--- config.mk ---
export PLATFORM = sky130hd
export DESIGN_NAME = param_display
export DESIGN_NICKNAME = d
export VERILOG_FILES = /design/src/rtl/param_display_pkg.sv /design/src/rtl/bin2bcd_step.sv /design/src/rtl/param_display.sv
export SDC_FILE = /design/constraint.sdc
export NUM_CORES = 1
export LEC_CHECK = 0
export ABC_AREA = 1
export ABC_CLOCK_PERIOD_IN_PS = 1850
export CAP_MARGIN = 40
export CORE_ASPECT_RATIO = 0.6
export CORE_MARGIN = 1
export CORE_UTILIZATION = 50
export CTS_BUF_LIST = sky130_fd_sc_hd__clkbuf_2
export DETAILED_ROUTE_END_ITERATION = 7
export PLACE_DENSITY = 0.72
export RECOVER_POWER = 25
export REMOVE_ABC_BUFFERS = 1
export SLEW_MARGIN = 5
export SYNTH_ARGS = -nofsm -noshare
export SYNTH_HDL_FRONTEND = slang
export SYNTH_SLANG_ARGS = --single-unit
--- constraint.sdc ---
create_clock -name clk -period 1.85 [get_ports clk]
set_input_delay 0.185 -clock clk [delete_from_list [all_inputs] [get_ports clk]]
set_output_delay 0.185 -clock clk [all_outputs]
set_load 0.02 [all_outputs]
--- src/rtl/param_display_pkg.sv ---
// param_display_pkg
// Shared types and constants for the FX parameter readout.
//   disp_state_t  : readout FSM states (IDLE, CONV, COMMIT)
//   BCD_DIGITS    : number of decimal digits produced per field
//   SEG_BLANK     : all segments off (active-low)
//   SEG7_TABLE    : active-low {g,f,e,d,c,b,a} codes for digits 0-9
//   seg7_encode() : digit to segment pattern, blank for anything above 9
package param_display_pkg;

    typedef enum logic [1:0] {
        IDLE,
        CONV,
        COMMIT
    } disp_state_t;

    localparam int BCD_DIGITS = 3;

    localparam logic [6:0] SEG_BLANK = 7'b1111111;

    typedef logic [6:0] seg7_digit_t [10];

    localparam seg7_digit_t SEG7_TABLE = '{
        7'b1000000,
        7'b1111001,
        7'b0100100,
        7'b0110000,
        7'b0011001,
        7'b0010010,
        7'b0000010,
        7'b1111000,
        7'b0000000,
        7'b0010000
    };

    // Non-decimal nibbles fall through to blank rather than indexing
    // past the end of the table.
    function automatic logic [6:0] seg7_encode(input logic [3:0] digit);
        logic [6:0] code;
        code = SEG_BLANK;
        for (int i = 0; i < 10; i++) begin
            if (digit == 4'(i)) begin
                code = SEG7_TABLE[i];
            end
        end
        return code;
    endfunction

endpackage

--- src/rtl/bin2bcd_step.sv ---
// bin2bcd_step
// One combinational shift-add-3 (double-dabble) iteration.
//   din  : {bcd[4*BCD_DIGITS-1:0], bin[PARAM_W-1:0]} before the step
//   dout : the same register after add-3 correction and a left shift
module bin2bcd_step
    import param_display_pkg::*;
#(
    parameter int PARAM_W = 8
) (
    input  logic [4*BCD_DIGITS+PARAM_W-1:0] din,
    output logic [4*BCD_DIGITS+PARAM_W-1:0] dout
);

    logic [4*BCD_DIGITS+PARAM_W-1:0] adj;

    // Any BCD nibble of 5 or more would become 10+ after the shift, so
    // pre-add 3 to make it carry into the next decimal digit instead.
    always_comb begin
        adj = din;
        for (int i = 0; i < BCD_DIGITS; i++) begin
            if (adj[PARAM_W + 4*i +: 4] >= 4'd5) begin
                adj[PARAM_W + 4*i +: 4] = adj[PARAM_W + 4*i +: 4] + 4'd3;
            end
        end
    end

    assign dout = adj << 1;

endmodule

--- src/rtl/param_display.sv ---
// param_display
// Readout for the FX parameter controller. Snapshots the selection and
// value whenever they change, converts each to decimal serially, then
// updates six active-low 7-segment digits in one go.
//   clk, reset     : system clock, synchronous active-high reset
//   fx_sel         : selected effect       -> hex5 (tens), hex4 (ones)
//   param_sel      : selected parameter    -> hex3
//   current_value  : parameter value       -> hex2..hex0
//   busy           : conversion in progress
//   disp_valid     : display holds a completed conversion
module param_display
    import param_display_pkg::*;
#(
    parameter int FX_COUNT    = 16,
    parameter int PARAM_COUNT = 8,
    parameter int PARAM_W     = 8
) (
    input  logic                           clk,
    input  logic                           reset,
    input  logic [$clog2(FX_COUNT)-1:0]    fx_sel,
    input  logic [$clog2(PARAM_COUNT)-1:0] param_sel,
    input  logic [PARAM_W-1:0]             current_value,
    output logic [6:0]                     hex5,
    output logic [6:0]                     hex4,
    output logic [6:0]                     hex3,
    output logic [6:0]                     hex2,
    output logic [6:0]                     hex1,
    output logic [6:0]                     hex0,
    output logic                           busy,
    output logic                           disp_valid
);

    localparam int BCD_W = 4 * BCD_DIGITS;

    disp_state_t                    state;
    logic [$clog2(FX_COUNT)-1:0]    fx_snap;
    logic [$clog2(PARAM_COUNT)-1:0] param_snap;
    logic [PARAM_W-1:0]             value_snap;
    logic                           dirty;
    logic [1:0]                     field;
    logic [3:0]                     step;
    logic [BCD_W-1:0]               bcd_reg;
    logic [PARAM_W-1:0]             bin_reg;
    logic [BCD_W-1:0]               value_bcd;
    logic [7:0]                     fx_bcd;
    logic [3:0]                     param_bcd;

    logic [BCD_W+PARAM_W-1:0]       step_out;
    logic                           inputs_changed;

    bin2bcd_step #(.PARAM_W(PARAM_W)) u_step (
        .din  ({bcd_reg, bin_reg}),
        .dout (step_out)
    );

    assign inputs_changed = (fx_sel != fx_snap) || (param_sel != param_snap)
                         || (current_value != value_snap);

    // Readout FSM. The value is converted first, then fx, then param;
    // each field gets PARAM_W shift steps. Hex outputs only move in
    // COMMIT so the old digits stay up for the whole reconversion.
    always_ff @(posedge clk) begin
        if (reset) begin
            state      <= IDLE;
            fx_snap    <= '0;
            param_snap <= '0;
            value_snap <= '0;
            dirty      <= 1'b1;
            field      <= '0;
            step       <= '0;
            bcd_reg    <= '0;
            bin_reg    <= '0;
            value_bcd  <= '0;
            fx_bcd     <= '0;
            param_bcd  <= '0;
            hex5       <= SEG_BLANK;
            hex4       <= SEG_BLANK;
            hex3       <= SEG_BLANK;
            hex2       <= SEG_BLANK;
            hex1       <= SEG_BLANK;
            hex0       <= SEG_BLANK;
            busy       <= 1'b0;
            disp_valid <= 1'b0;
        end else begin
            case (state)
                IDLE: begin
                    if (dirty || inputs_changed) begin
                        fx_snap    <= fx_sel;
                        param_snap <= param_sel;
                        value_snap <= current_value;
                        dirty      <= 1'b0;
                        field      <= '0;
                        step       <= '0;
                        bcd_reg    <= '0;
                        bin_reg    <= current_value;
                        busy       <= 1'b1;
                        state      <= CONV;
                    end
                end

                CONV: begin
                    if (step == 4'(PARAM_W - 1)) begin
                        // Field done: park its digits and preload the next
                        // field's binary into the shifter.
                        step    <= '0;
                        bcd_reg <= '0;
                        field   <= field + 2'd1;
                        case (field)
                            2'd0: begin
                                value_bcd <= step_out[PARAM_W +: BCD_W];
                                bin_reg   <= PARAM_W'(fx_snap);
                            end
                            2'd1: begin
                                fx_bcd  <= step_out[PARAM_W +: 8];
                                bin_reg <= PARAM_W'(param_snap);
                            end
                            default: begin
                                param_bcd <= step_out[PARAM_W +: 4];
                                state     <= COMMIT;
                            end
                        endcase
                    end else begin
                        step    <= step + 4'd1;
                        bcd_reg <= step_out[PARAM_W +: BCD_W];
                        bin_reg <= step_out[PARAM_W-1:0];
                    end
                end

                COMMIT: begin
                    // Leading-zero suppression: value hundreds, value tens
                    // when hundreds is also zero, and fx tens.
                    hex5 <= (fx_bcd[7:4] == 4'd0) ? SEG_BLANK : seg7_encode(fx_bcd[7:4]);
                    hex4 <= seg7_encode(fx_bcd[3:0]);
                    hex3 <= seg7_encode(param_bcd);
                    hex2 <= (value_bcd[11:8] == 4'd0) ? SEG_BLANK
                                                      : seg7_encode(value_bcd[11:8]);
                    hex1 <= (value_bcd[11:4] == 8'd0) ? SEG_BLANK
                                                      : seg7_encode(value_bcd[7:4]);
                    hex0 <= seg7_encode(value_bcd[3:0]);
                    disp_valid <= 1'b1;
                    busy       <= 1'b0;
                    state      <= IDLE;
                end

                default: begin
                    state <= IDLE;
                end
            endcase
        end
    end

endmodule

; ---- After elaboration in Yosys (flattened, before gate mapping)
; Index checks and enable logic that the tools add are counted.
[totals]
register_bits = 112
output_inout_bits = 44
elab_cells = 201
[classes]
n_addsub = 5
n_lt_le_gt_ge = 3
eq_ne = 65
n_mux = 83
bitwise_logic = 1
reduce_logical = 24
[op_table]
columns = op, count
row1 = 7-bit 2-to-1 mux, 55
row2 = "4-bit by 3-bit == test with 1-bit output, second input constant", 25
row3 = "4-bit by 2-bit == test with 1-bit output, second input constant", 12
row4 = "4-bit == test, second input constant", 12
row5 = 8-bit one-hot mux with 2 select lines, 2
row6 = "4-bit by 1-bit == test with 1-bit output, second input constant", 6
row7 = 4-bit logical NOT, 6
row8 = 12-bit 2-to-1 mux, 2
row9 = 6-bit 2-to-1 mux, 4
row10 = 12-bit one-hot mux with 2 select lines, 1
row11 = 3-bit AND reduction, 6
row12 = 4-bit 2-to-1 mux, 4
row13 = 8-bit 2-to-1 mux, 2
row14 = "4-bit by 3-bit >= comparator with 1-bit output, second input constant", 3
row15 = 2-bit 2-to-1 mux, 5
row16 = 3-bit 2-to-1 mux, 3
row17 = "4-bit by 2-bit adder with 4-bit output, second input constant", 2
row18 = 8-bit logical NOT, 1
row19 = 8-bit != test, 1
row20 = 2-bit one-hot mux with 2 select lines, 2
row21 = 4-bit one-hot mux with 2 select lines, 1
row22 = "2-bit != test, second input constant", 3
row23 = 2-bit AND reduction, 3
row24 = "4-bit by 1-bit adder with 4-bit output, second input constant", 1
row25 = other kinds (14), 19

; ---- Depth between registers and ports, before layout
[depth]
depth_word = 12
depth_mapped = 12

; ---- Cells and area by module
; A second synthesis with hierarchy kept.
[unflattened]
cells_unflattened = 812
hier_area_um2 = 5679.2
[by_module_without_submodules]
columns = module, n_inst, cells_each, area_each_um2
row1 = param_display, 1, 739, 5248.8
row2 = bin2bcd_step, 1, 73, 430.4

; ---- Worst setup path before layout
; No wires, ideal clock.
[synth_timing]
path_type = register -> register
startpoint = reg field[1]
endpoint = reg bin_reg[0]
setup_time_ns = 0.113
arrival_time_ns = 1.339
required_time_ns = 1.737
path_slack_ns = 0.398
stages_incl_launch_ff = 9
n_path_buf = 0
period_less_slack_ns = 1.452
path_cell_list = dfxtp_1 -> inv_1 -> ha_1 -> inv_1 -> nand2_1 -> o21ai_0 -> nand2_2 -> nor2_1 -> nor2_1
[synth_via]
elab_chain_cells = 4
elab_cells_between_ends = 7
classes_between = eq/ne: 2 / mux: 3 / reduce/logical: 2
[synth_rtl]
columns = item, line_no
row1 = "start, declared", param_display.sv:40  ; logic [1:0] field;
row2 = "start signal, assigned", param_display.sv:107  ; field <= field + 2'd1;
row3 = 2-bit by 1-bit == test with 1-bit output / 2-bit logical NOT (equally long branches), param_display.sv:108  ; case (field)
row4 = 8-bit one-hot mux with 2 select lines, param_display.sv:108
row5 = 8-bit 2-to-1 mux, param_display.sv:102  ; if (step == 4'(PARAM_W - 1)) begin
row6 = 8-bit one-hot mux with 2 select lines, param_display.sv:85  ; case (state)
row7 = "end signal, assigned", param_display.sv:95  ; bin_reg <= current_value;
row8 = "end signal, assigned", param_display.sv:111  ; bin_reg <= PARAM_W'(fx_snap);
row9 = "end signal, assigned", param_display.sv:115  ; bin_reg <= PARAM_W'(param_snap);
row10 = "end, declared", param_display.sv:43  ; logic [PARAM_W-1:0] bin_reg;
; Parallel ways exist; a longest one is shown, timed or not. The select of a mux whose other input is x is not followed.
; A chain may end at the register's enable or synchronous reset.

; ---- Worst setup path after layout
[layout_timing]
startpoint = reg hex2[3]
endpoint = out hex2[3]
[layout_rtl]
columns = item, line_no
row1 = "start, declared", param_display.sv:26  ; output logic [6:0] hex2,
row2 = "start signal, assigned", param_display.sv:135  ; hex2 <= (value_bcd[11:8] == 4'd0) ? SEG_BLANK
; No word-level cell between the ends.

==> summary.md <==
| Metric | Value |
|---|---|
| Initial core utilization | 0.522 |
| Routability congestion estimate | roughly 0.9 |
| DP HPWL | 9.39 mm |
| Met1 usage | 0.337 |
| Worst setup EP type | output port |
| Number of buffers and inverters on the critical path | 1 |
| Iter 0 DRT Violations | just under 400 |
| Post-route setup slack | around 0.057 ns |
| Slowest CP cell | clkdlybuf4s50_1 |
| CTS root buf | clkbuf_2 |
| Final hold vios | 0 |
| Synth Warn # | 0 |
| Failing checks | DRC |
| Min-delay worst type | primary input to flop |
| Nets | slightly below 900 |
| Share of layout cells above drive strength 1 | 0.102 |
| Antenna Nets Post-Route | 0 |
| Number of flops mapped to enable cells by yosys | 0 |
| Sequential area share after synthesis | 0.401 |
| Die Width | 138 um |
| Via count | 5318 |
| Final Max Slew Viols | 0 |
| CTS tree | built |
| Vias in the first global route | roughly 5000 |
| Clock latency on the worst-skew pair | a little under 0.6 ns |
| H-tree lvl count | 3 |
| Top delay family on crit path | buffers and inverters |
| Row cnt | 29 |
| Met3 usage | 0.0499 |
| Synth Register Bits | roughly 110 |
| RSZ-0062 raised after global routing | true |
| DP Worst Slack | -0.130 ns |
| Final Skew | about 0.027 ns |
| Tcrit/Tclk final | 0.969 |
| Core area | 10700 um^2 |
| Initial antenna violation count | 0 |
| ANT cells | 0 |
| Most used DFF post-synth | dfxtp_1 |
| Ports | roughly 60 |
| Post-synthesis cell count | slightly below 800 |
| Setup violators final | 0 |
| Max Buffers Root-to-Sink | 2 |
| First-pass GRT wire length | 23.1 mm |
| Data arrival, critical path | between 1.5 and 2 ns |
| Clock slew at reported path FFs | 0.27 ns |
| Pwr/cell area | ~600 nW/um^2 |
| Wire per inst | 13.2 um |
| Largest net degree at the start of global routing | 63 |
| Grt ovf | 0 |
| FMAX | 558 MHz |
| Startpoint class of the critical path | flop |
| Outcome | finished, violations left |
| Asr flop ratio synth | 0 |
| Setup TNS | 0 ns |
| Post-Route WL | between 10 and 15 mm |
| Worst vdd ir | 0.327 mV |
| CP max stage delay | 0.61 ns |
| # Max-Cap Violations | 0 |
| Setup slack, reg-to-reg | about 0.14 ns |
| Avg Cell Area, Syn | about 7.0 um^2 |
| 1st-pass router iterations | 7 |
| Pleak | around 2.6 nW |
| Die ar. | about 12000 um^2 |
| Worst relative slew slack | 0.719 |
| Vias per inst | 5.32 |
| Mapped cell area | 5590 um^2 |
| Synth cell types | between 40 and 50 |
| Total GRT Usage | 0.241 |
| Total power | between 3 and 4 mW |
| Pin slew with the least headroom to its limit | about 0.42 ns |
| Gr busiest metal | met2 |
| DRC Markers | 10 |
| Post-layout min period | between 1.5 and 2 ns |
| Die height | between 80 and 90 um |
| Sink Count | 112 |
| Crit path max fanout | 2 |
| Critical Path RT | roughly 1.7 ns |
| Synth-to-layout area growth | 13.6% |
| Worst setup path category | flop to output port |
| Routing usage on met2 | 0.386 |
| Cells along the critical path | clkdlybuf4s50_1 |
| Port bufs | 60 |
| Post-CTS Hold Buffers | 0 |
| TritonCTS buffer count | 9 |
| Fillers | ~980 |
[metal layers]
metal,vias up,wire length [um]
met4,0,95
met2,154,5730
li1,2726,-
met1,2430,6680
met5,-,0
met3,8,734
[final timing paths]
check	start	endpoint	depth (start not counted)
min	reset	step[1]	3
max	hex2[3]	hex2[3]	1
min reg2reg	bcd_reg[3]	bcd_reg[3]	2
max reg2reg	step[0]	value_bcd[5]	8
[repair_timing]
item	4_1_cts	5_1_grt
setup buffers	0	5
resized for setup	0	42
setup endpoints to repair	0	56
[report_power, final]
group	internal (mW)	switching [mW]	total [mW]
clock network	0.175	0.777	0.952
logic	0.163	0.251	0.414
registers	2.47	0.0364	2.51
[cells in the mapped netlist, types with 10 or more instances]
master,number,area [um^2]
nand3_1,44,220
a21oi_1,70,350
o21ai_0,65,325
dfxtp_1,112,2240
nor3_1,10,50.1
nand3_2,14,140
inv_1,90,338
clkbuf_1,19,71.3
nor2_1,79,297
a22oi_1,11,82.6
nand2_1,181,679
a21oi_2,12,105
[final cells by class]
cell class / count / area (um^2) / share of cell area
multi-input combinational: 552 / 2810 / 0.443
sequential: 112 / 2240 / 0.354
timing repair buffer: 85 / 664 / 0.105
inverter: 98 / 373 / 0.0588
tap: 139 / 174 / 0.0274
clock buffer: 11 / 55.1 / 0.00868
clock inverter: 3 / 21.3 / 0.00335
[cell usage in the layout (no fill, tap or decap), drive strengths merged, types with 4 or more instances in the layout]
| master | Yosys | final |
|---|---|---|
| dlymetal6s2s | 0 | 5 |
| a22oi | 11 | 11 |
| nand4 | 9 | 9 |
| dfxtp | 112 | 112 |
| a21oi | 82 | 82 |
| nand2 | 185 | 185 |
| nand3b | 6 | 6 |
| ha | 9 | 9 |
| clkdlybuf4s50 | 0 | 25 |
| o211ai | 5 | 5 |
| inv | 96 | 95 |
| clkbuf | 19 | 40 |
| o22ai | 4 | 4 |
| o21ai | 66 | 66 |
| o31ai | 4 | 4 |
| nand3 | 58 | 58 |
| buf | 14 | 26 |
| clkinv | 2 | 6 |
| nor2 | 87 | 87 |
| nor3 | 10 | 10 |
[metrics by stage]
stage               utilization  hold slack (ns)  std cells  cell area [um^2]
global route              0.593          0.00710       1000              6340
finish                    0.593           0.0326       1000              6340
CTS                       0.603           0.0171        995              6460
global placement          0.596            0.451        981              6380
floorplan                     -            0.247        762              5410
detailed placement        0.596            0.455        981              6380
[cells by family (layout without fill, tap and decap cells)]
group,after synthesis,count (layout),synth area share
buffers and inverters,131,197,0.0970
xor gates and xnor gates,3,3,0.00470
AOI/OAI and AO/OA,183,183,0.187
and+or+nand+nor,357,357,0.290
adders and majority gates,9,9,0.0202
DFF,112,112,0.401
Power figures use the tool's default switching activity.
